**src/rtl/instr_decode_stage_if.sv**
```systemverilog
// Fetch-side and decode-side handshake bundle for instr_decode_stage.
// The master modport is the environment view; slave is the decode stage.
interface instr_decode_stage_if #(
    parameter int XLEN = 32
);
    logic            in_valid;
    logic            in_ready;
    logic [31:0]     in_instr;
    logic [XLEN-1:0] in_pc;
    logic            out_valid;
    logic            out_ready;
    logic [5:0]      out_opcode;
    logic [4:0]      out_rs;
    logic [4:0]      out_rt;
    logic [4:0]      out_rd;
    logic [4:0]      out_shamt;
    logic [5:0]      out_funct;
    logic [1:0]      out_type;
    logic [XLEN-1:0] out_imm_ext;
    logic [XLEN-1:0] out_jaddr;
    logic [XLEN-1:0] out_pc;

    modport master (
        output in_valid, in_instr, in_pc, out_ready,
        input  in_ready, out_valid, out_opcode, out_rs, out_rt, out_rd,
               out_shamt, out_funct, out_type, out_imm_ext, out_jaddr, out_pc
    );

    modport slave (
        input  in_valid, in_instr, in_pc, out_ready,
        output in_ready, out_valid, out_opcode, out_rs, out_rt, out_rd,
               out_shamt, out_funct, out_type, out_imm_ext, out_jaddr, out_pc
    );
endinterface

```
**src/rtl/instr_decode_stage.sv**
```systemverilog
// Registered MIPS decode stage: decodes on the input side and buffers two fully
// decoded records behind a valid/ready handshake, with flush and a consumed-entry counter.
module instr_decode_stage #(
    parameter int XLEN  = 32,
    parameter int CNT_W = 16
) (
    input  logic             clk,
    input  logic             rst_n,
    input  logic             flush,
    output logic [CNT_W-1:0] decode_count,
    instr_decode_stage_if.slave bus
);

    typedef struct packed {
        logic [5:0]      opcode;
        logic [4:0]      rs;
        logic [4:0]      rt;
        logic [4:0]      rd;
        logic [4:0]      shamt;
        logic [5:0]      funct;
        logic [1:0]      itype;
        logic [XLEN-1:0] imm_ext;
        logic [XLEN-1:0] jaddr;
        logic [XLEN-1:0] pc;
    } rec_t;

    // Logical immediates zero-extend; lui places the sign-extended value in the upper half.
    function automatic logic [XLEN-1:0] imm_extend(input logic [5:0] opcode, input logic [15:0] imm);
        logic [XLEN-1:0] sext;
        sext = {{(XLEN-16){imm[15]}}, imm};
        case (opcode)
            6'h0C, 6'h0D, 6'h0E: imm_extend = {{(XLEN-16){1'b0}}, imm};
            6'h0F:               imm_extend = sext << 16;
            default:             imm_extend = sext;
        endcase
    endfunction

    rec_t       mem_r [2];
    rec_t       rec_s;
    logic       wr_ptr_r;
    logic       rd_ptr_r;
    logic [1:0] occ_r;
    logic [1:0] occ_next_s;
    logic       in_ready_r;
    logic       out_valid_r;
    logic [CNT_W-1:0] decode_count_r;
    logic       push_s;
    logic       pop_s;

    assign push_s = bus.in_valid & in_ready_r & ~flush;
    assign pop_s  = out_valid_r & bus.out_ready;

    // Decode the incoming word into a complete record before it is stored.
    always_comb begin
        rec_s         = '0;
        rec_s.opcode  = bus.in_instr[31:26];
        rec_s.rs      = bus.in_instr[25:21];
        rec_s.rt      = bus.in_instr[20:16];
        rec_s.rd      = bus.in_instr[15:11];
        rec_s.shamt   = bus.in_instr[10:6];
        rec_s.funct   = bus.in_instr[5:0];
        rec_s.imm_ext = imm_extend(bus.in_instr[31:26], bus.in_instr[15:0]);
        // Upper bits of pc+4 merged with the word-aligned 26-bit target.
        rec_s.jaddr   = ((bus.in_pc + XLEN'(32'd4)) & ~XLEN'(32'h0FFF_FFFF))
                      | XLEN'({bus.in_instr[25:0], 2'b00});
        rec_s.pc      = bus.in_pc;
        case (bus.in_instr[31:26])
            6'h00:        rec_s.itype = 2'b00;
            6'h02, 6'h03: rec_s.itype = 2'b10;
            default:      rec_s.itype = 2'b01;
        endcase
    end

    // Next occupancy from the push/pop pair.
    always_comb begin
        occ_next_s = occ_r;
        case ({push_s, pop_s})
            2'b10:   occ_next_s = occ_r + 2'd1;
            2'b01:   occ_next_s = occ_r - 2'd1;
            default: occ_next_s = occ_r;
        endcase
    end

    // FIFO storage, pointers and the registered handshake flags.
    always_ff @(posedge clk or negedge rst_n) begin
        if (!rst_n) begin
            mem_r[0]    <= '0;
            mem_r[1]    <= '0;
            wr_ptr_r    <= 1'b0;
            rd_ptr_r    <= 1'b0;
            occ_r       <= 2'd0;
            in_ready_r  <= 1'b1;
            out_valid_r <= 1'b0;
        end else if (flush) begin
            wr_ptr_r    <= 1'b0;
            rd_ptr_r    <= 1'b0;
            occ_r       <= 2'd0;
            in_ready_r  <= 1'b1;
            out_valid_r <= 1'b0;
        end else begin
            if (push_s) begin
                mem_r[wr_ptr_r] <= rec_s;
                wr_ptr_r        <= ~wr_ptr_r;
            end
            if (pop_s) begin
                rd_ptr_r <= ~rd_ptr_r;
            end
            occ_r       <= occ_next_s;
            in_ready_r  <= (occ_next_s < 2'd2);
            out_valid_r <= (occ_next_s != 2'd0);
        end
    end

    // Consumed-entry counter; a pop in a flush cycle still counts.
    always_ff @(posedge clk or negedge rst_n) begin
        if (!rst_n) begin
            decode_count_r <= '0;
        end else if (pop_s) begin
            decode_count_r <= decode_count_r + CNT_W'(1);
        end else begin
            decode_count_r <= decode_count_r;
        end
    end

    assign bus.in_ready    = in_ready_r;
    assign bus.out_valid   = out_valid_r;
    assign bus.out_opcode  = mem_r[rd_ptr_r].opcode;
    assign bus.out_rs      = mem_r[rd_ptr_r].rs;
    assign bus.out_rt      = mem_r[rd_ptr_r].rt;
    assign bus.out_rd      = mem_r[rd_ptr_r].rd;
    assign bus.out_shamt   = mem_r[rd_ptr_r].shamt;
    assign bus.out_funct   = mem_r[rd_ptr_r].funct;
    assign bus.out_type    = mem_r[rd_ptr_r].itype;
    assign bus.out_imm_ext = mem_r[rd_ptr_r].imm_ext;
    assign bus.out_jaddr   = mem_r[rd_ptr_r].jaddr;
    assign bus.out_pc      = mem_r[rd_ptr_r].pc;
    assign decode_count    = decode_count_r;

endmodule
```
**src/flat_wrapper.sv**
```systemverilog
// flat-port wrapper written by rule: the top's interface ports become plain ports
module instr_decode_stage_flat 
#(
    parameter int XLEN  = 32,
    parameter int CNT_W = 16
)
  (clk, rst_n, flush, decode_count, bus_in_valid, bus_in_instr, bus_in_pc, bus_out_ready, bus_in_ready, bus_out_valid, bus_out_opcode, bus_out_rs, bus_out_rt, bus_out_rd, bus_out_shamt, bus_out_funct, bus_out_type, bus_out_imm_ext, bus_out_jaddr, bus_out_pc);
  instr_decode_stage_if #(.XLEN(XLEN)) bus_i ();
  input  logic clk;
  input  logic rst_n;
  input  logic flush;
  output logic [CNT_W-1:0] decode_count;
  input wire logic [$bits(bus_i.in_valid)-1:0] bus_in_valid;
  input wire logic [$bits(bus_i.in_instr)-1:0] bus_in_instr;
  input wire logic [$bits(bus_i.in_pc)-1:0] bus_in_pc;
  input wire logic [$bits(bus_i.out_ready)-1:0] bus_out_ready;
  output wire logic [$bits(bus_i.in_ready)-1:0] bus_in_ready;
  output wire logic [$bits(bus_i.out_valid)-1:0] bus_out_valid;
  output wire logic [$bits(bus_i.out_opcode)-1:0] bus_out_opcode;
  output wire logic [$bits(bus_i.out_rs)-1:0] bus_out_rs;
  output wire logic [$bits(bus_i.out_rt)-1:0] bus_out_rt;
  output wire logic [$bits(bus_i.out_rd)-1:0] bus_out_rd;
  output wire logic [$bits(bus_i.out_shamt)-1:0] bus_out_shamt;
  output wire logic [$bits(bus_i.out_funct)-1:0] bus_out_funct;
  output wire logic [$bits(bus_i.out_type)-1:0] bus_out_type;
  output wire logic [$bits(bus_i.out_imm_ext)-1:0] bus_out_imm_ext;
  output wire logic [$bits(bus_i.out_jaddr)-1:0] bus_out_jaddr;
  output wire logic [$bits(bus_i.out_pc)-1:0] bus_out_pc;
  assign bus_i.in_valid = bus_in_valid;
  assign bus_i.in_instr = bus_in_instr;
  assign bus_i.in_pc = bus_in_pc;
  assign bus_i.out_ready = bus_out_ready;
  assign bus_in_ready = bus_i.in_ready;
  assign bus_out_valid = bus_i.out_valid;
  assign bus_out_opcode = bus_i.out_opcode;
  assign bus_out_rs = bus_i.out_rs;
  assign bus_out_rt = bus_i.out_rt;
  assign bus_out_rd = bus_i.out_rd;
  assign bus_out_shamt = bus_i.out_shamt;
  assign bus_out_funct = bus_i.out_funct;
  assign bus_out_type = bus_i.out_type;
  assign bus_out_imm_ext = bus_i.out_imm_ext;
  assign bus_out_jaddr = bus_i.out_jaddr;
  assign bus_out_pc = bus_i.out_pc;
  instr_decode_stage #(.XLEN(XLEN), .CNT_W(CNT_W)) u_core (.clk(clk), .rst_n(rst_n), .flush(flush), .decode_count(decode_count), .bus(bus_i));
endmodule
```
**config.mk**
```make
export PLATFORM = sky130hd
export DESIGN_NAME = instr_decode_stage_flat
export DESIGN_NICKNAME = d
export VERILOG_FILES = /design/src/rtl/instr_decode_stage_if.sv /design/src/rtl/instr_decode_stage.sv /design/src/flat_wrapper.sv
export SDC_FILE = /design/constraint.sdc
export NUM_CORES = 1
export LEC_CHECK = 0
export ABC_AREA = 1
export CAP_MARGIN = 20
export CORE_MARGIN = 1
export CORE_UTILIZATION = 47
export CTS_BUF_LIST = sky130_fd_sc_hd__clkbuf_2
export CTS_CLUSTER_SIZE = 10
export DETAILED_ROUTE_END_ITERATION = 12
export PLACE_DENSITY_LB_ADDON = 0.12
export SLEW_MARGIN = 20
export SYNTH_ARGS = -nofsm -noshare
export SYNTH_HDL_FRONTEND = slang
export SYNTH_SLANG_ARGS = --single-unit
```
**constraint.sdc**
```tcl
create_clock -name clk -period 1.82 [get_ports clk]
set_input_delay 0.546 -clock clk [delete_from_list [all_inputs] [get_ports clk]]
set_output_delay 0.546 -clock clk [all_outputs]
set_load 0.005 [all_outputs]
```
# --- Word-level counts from Yosys, hierarchy flattened ---
# Cells that the tools add are included.
classes:
  mul: 0
  order_cmp: 4
  n_shift: 0
  addsub: 4
  eq_ne: 8
  n_div: 0
  n_bitwise: 9
  n_mux: 16
  n_reduce_logical: 8
op_table:
  columns: ["cell", "n"]
  rows:
  - ["$mux 130", 4]
  - ["$bwmux 260", 1]
  - ["$demux 130 s1", 1]
  - ["$pmux 32 s2", 1]
  - ["$add 32x3->32 const B", 1]
  - ["$or 32x28->32", 1]
  - ["$eq 6x4->1 const B", 4]
  - ["$add 16x1->16 const B", 1]
  - ["$eq 6x2->1 const B", 2]
  - ["$pmux 2 s2", 2]
  - ["$logic_not 6->1", 1]
  - ["$mux 1", 6]
  - ["$reduce_bool 2->1", 3]
  - ["$ge 2x2->1 const B", 2]
  - ["$not 1->2", 2]
  - ["$and 1x1->1", 3]
  - ["$not 1->1", 3]
  - ["$reduce_or 3->1", 1]
  - ["$add 2x1->2 const B", 1]
  - ["$eq 2x1->1 const B", 1]
  - ["$eq 2x2->1 const B", 1]
  - ["$lt 2x1->1 const B", 1]
  - ["$lt 2x2->1 const B", 1]
  - ["$mux 2", 1]
  - ["4 further kinds", 4]
totals:
  out_inout_bits: 148
  latch_bits: 0
  ramBits: 0
  in_bits: 69
  rom_bits: 0
  reg_bits: 282
  word_cells: 75
  memories: 0

# --- Longest topological paths before layout ---
depth:
  ltp_word: 6
  mapped_depth: 9
  ltp_nobuf: 9

# --- Worst setup path after synthesis ---
# Ideal clock, no wire load.
synth_path:
  path_type: "reg-to-output"
  from: "register u_core.rd_ptr_r"
  to: "output bus_out_jaddr[2]"
  slack_ps: -70
  arrival_time_ps: 1344
  path_stages_with_launch: 8
  path_buffers: 4
  required_ps: 1274
  cell_sequence: "dfrtp_1 clkbuf_1 inv_1 clkbuf_1 clkbuf_1 nand2_1 nand2_1 buf_4"
synth_via:
  elab_chain_len: 4
synth_lines:
  columns: ["item", "line_no", "source"]
  rows:
  - ["from (decl)", "instr_decode_stage.sv:41", "logic rd_ptr_r;"]
  - ["from (signal assigned)", "instr_decode_stage.sv:106", "rd_ptr_r <= ~rd_ptr_r;"]
  - ["$not 1->2 (not written as such)", "instr_decode_stage.sv:135", "assign bus.out_jaddr = mem_r[rd_ptr_r].jaddr;"]
  - ["$mux 130 (3 in series)", null, null]
  - ["to (decl)", "flat_wrapper.sv:27", "output wire logic [$bits(bus_i.out_jaddr)-1:0] bus_out_jaddr;"]
# No other way between the ends. The select of a mux whose other input is x is not followed.

# --- Worst setup path after layout ---
layout_path:
  from: "register u_core.rd_ptr_r"
  to: "output bus_out_jaddr[4]"
# The elaborated chain is that of the path after synthesis.

==> reports/qor.yml <==
outcome:
  status: "finished with violations"
  failed_checks: "negative setup slack"
grt:
  grt_pass1_vias: 9420
  grt_pass1_wl_um: 47300
  grt_max_degree: 57
  grtUsageTotal_pct: 26.3
  antenna_found_initial: 1
  overflow: 0
routing:
  wire_per_inst_um: 15.4
  drt_iter0_drc: 574
  drtAntennaViolNets: 0
  dr_total_vias: 10019
  vias_per_cell: 4.97
  drt-pass1-iter-count: 5
  drc: 0
  wirelength_um: 31100
sta:
  final.period_utilization_pct: 153
  period_needed_ns: 2.78
  finalHoldViolCount: 0
  worst_pin_slew_ns: 0.522
  setup_slack_ns: -0.959
  rsz0062_at_grt: "yes"
  setup_tns_ns: -109.06
  final_max_slew_viol_count: 0
  relSlewSlack_pct: 65.2
  fin_skew_ns: 0.0529
  fmax_mhz: 360
  finalSetupViolations: 146
pwr:
  ir_worst_vdd_uv: 633
  p_leak_nw: 8.29
  power_w: 0.0203
  pwr_density_cell_mw_per_mm2: 1320
logic_synthesis:
  avgSynthCellArea_um2: 7.90
  synth_ff_type: "dfrtp_1"
  synth_edf_count: 0
  ys_ff_latch: 226
  synth.top_cell.area_share_pct: 53.5
  synth_area_leaders: "dfrtp_1 (53%), nand2_1 (20%), o21ai_1 (8.2%)"
  yosysUniqueCellTypes: 31
  async_flop_share_pct: 100
  syn_inst: 1333
  synth_area_mm2: 0.0105
  yosysTopAreaCell: "dfrtp_1"
  ys_seq_area_share_pct: 53.7
  yosysWarnings: 0
  synth.cells.most_frequent: "nand2_1 (553), dfrtp_1 (225), o21ai_1 (173)"
  synth_most_common_cell: "nand2_1"
floorplan:
  initial_utilization_pct: 48.1
  num_io_pins: 217
  dieArea_mm2: 0.0230
  die_y_um: 152
  coreArea_mm2: 0.0219
  fp.dieW_um: 152
  rows: 54
setup_path:
  end_kind: "output pin"
  r2r-start: "u_core.bus.in_ready"
  start_kind: "flip-flop"
  r2r_cells: 7
  worstPathRequired_ns: 1.27
  r2r-end: "u_core.mem_r[66]"
  worstPathArrival_ns: 2.23
  critical_path_class: "flip-flop to output pin"
  ff2ff_setup_slack_ns: 0.15
  worstPathMaxFanout: 7
finish:
  stdcell_count: 2016
  area_growth_syn_to_layout_pct: 46.3
  finish.utilization_pct: 70.4
  nets: 1761
  drive_gt1_share_pct: 33.7
min_path:
  hold_path_class: "input port to async pin"
flow_run:
  maxCapViolCount: 0
clock_network:
  clock_latency_ns: 0.89
  root_buffer: "clkbuf_2"
  cts.sinks: 226
  path_clk_slew_ns: 0.11
  numCtsBuffers: 60
  htreeDepth: 2
  cts_tree: "built"
  clk_path_buf_depth: 3
placement:
  dp_hpwl_um: 19300
  dp_cells: 1825
  place.gp.congestion: 0.803
  portBuffers: 214
==> critical path, stage by stage (launching register included) <==
cell	delay (ns)
dfrtp_4	0.59
buf_12	0.19
buf_8	0.12
buf_6	0.12
buf_6	0.11
nand2_4	0.06
nand2_4	0.06
buf_6	0.12
==> per-stage QoR <==
step	hold slack [ns]	instance area [um^2]	setup WS, ns
final	0.219	15400	-0.959
after CTS	0.189	14400	-1.21
after detailed placement	0.466	13500	-0.446
after floorplan	0.250	10500	-0.0318
after global placement	0.464	13500	-0.449
after global routing	0.216	15400	-1.06
==> cell families (layout without fill, tap and decap cells) <==
| group | Yosys count | in the layout | share of synthesized area, % |
|---|---|---|---|
| simple gates | 635 | 635 | 23.6 |
| compound gates | 236 | 236 | 12.0 |
| flops | 226 | 226 | 53.7 |
| buf+inv | 221 | 622 | 9.38 |
| xor+xnor | 12 | 12 | 0.998 |
| fa+ha+maj | 2 | 2 | 0.238 |
| other cells | 1 | 3 | 0.0356 |
==> routing by layer <==
layer  track usage, %  wire [um]
met5                0          0
met4             8.17        506
met3             4.61       1870
met2             41.7      15100
met1             36.6      13600
==> cell type report <==
type                    count  area, um^2
diodes                      1        2.50
clock buffers              95         475
clock inverters            12        71.3
fillers                  1752        6490
inverters                 123         482
multi-input cells         887        4570
flip-flops and latches    226        5670
well taps                 280         350
repair buffers            392        3790
==> report_power, final <==
part / internal, W / switching [W] / total [W] / leakage (nW)
logic: 0.00444 / 0.00402 / 0.00846 / 5.05
clock network: 0.00150 / 0.00211 / 0.00361 / 0.426
registers: 0.00691 / 0.00129 / 0.00820 / 2.82
total: 0.0128 / 0.00742 / 0.0203 / 8.29
==> sequential cells by signal, indices dropped and copies added, names as in the netlist <==
register and count:
u_core.decode_count 16, u_core.bus.in_ready 1, u_core.mem_r 204, u_core.bus.out_valid 1, u_core.rd_ptr_r 1, u_core.occ_r 2
u_core.wr_ptr_r 1
==> cell usage in the layout, fill, tap and decap left out, types with 4 or more instances in the layout <==
master / count
buf_8: 15
inv_2: 5
xor2_1: 8
o21ai_2: 13
clkbuf_2: 158
dlygate4sd2_1: 4
inv_1: 115
dfrtp_2: 6
nor2_1: 35
nand2_1: 420
xnor2_1: 4
dfrtp_1: 218
buf_12: 26
nand3_1: 33
nand2_4: 50
o21ai_4: 4
dlymetal6s2s_1: 10
nand4_1: 4
clkdlybuf4s50_1: 67
buf_4: 96
buf_16: 6
o21ai_1: 177
buf_6: 65
o21ai_0: 22
o31ai_1: 6
buf_2: 34
nand2_2: 84
clkinv_1: 11
o31ai_2: 8
nor3_1: 4
==> repair_timing <==
action	in CTS	in global routing
setup buffers	15	64
gates resized for setup	374	402
hold endpoints to repair	94	0
pin swaps	14	48
gates cloned	5	4
hold buffers	1	0
setup endpoints to repair	146	146
==> worst max-delay path by stage <==
stage / startpoint / end / slack, ns / cells past startpoint
4_1_cts: u_core.rd_ptr_r / bus_out_pc[29] / -1.21 / 5
6_report: u_core.rd_ptr_r / bus_out_jaddr[4] / -0.96 / 7
3_5_place_dp: u_core.rd_ptr_r / bus_out_shamt[4] / -0.45 / 4
5_1_grt: u_core.rd_ptr_r / bus_out_funct[2] / -1.06 / 7
2_1_floorplan: u_core.rd_ptr_r / bus_out_jaddr[2] / -0.03 / 6
3_3_place_gp: u_core.rd_ptr_r / bus_out_shamt[4] / -0.45 / 4
(Power assumes the default switching activity.)
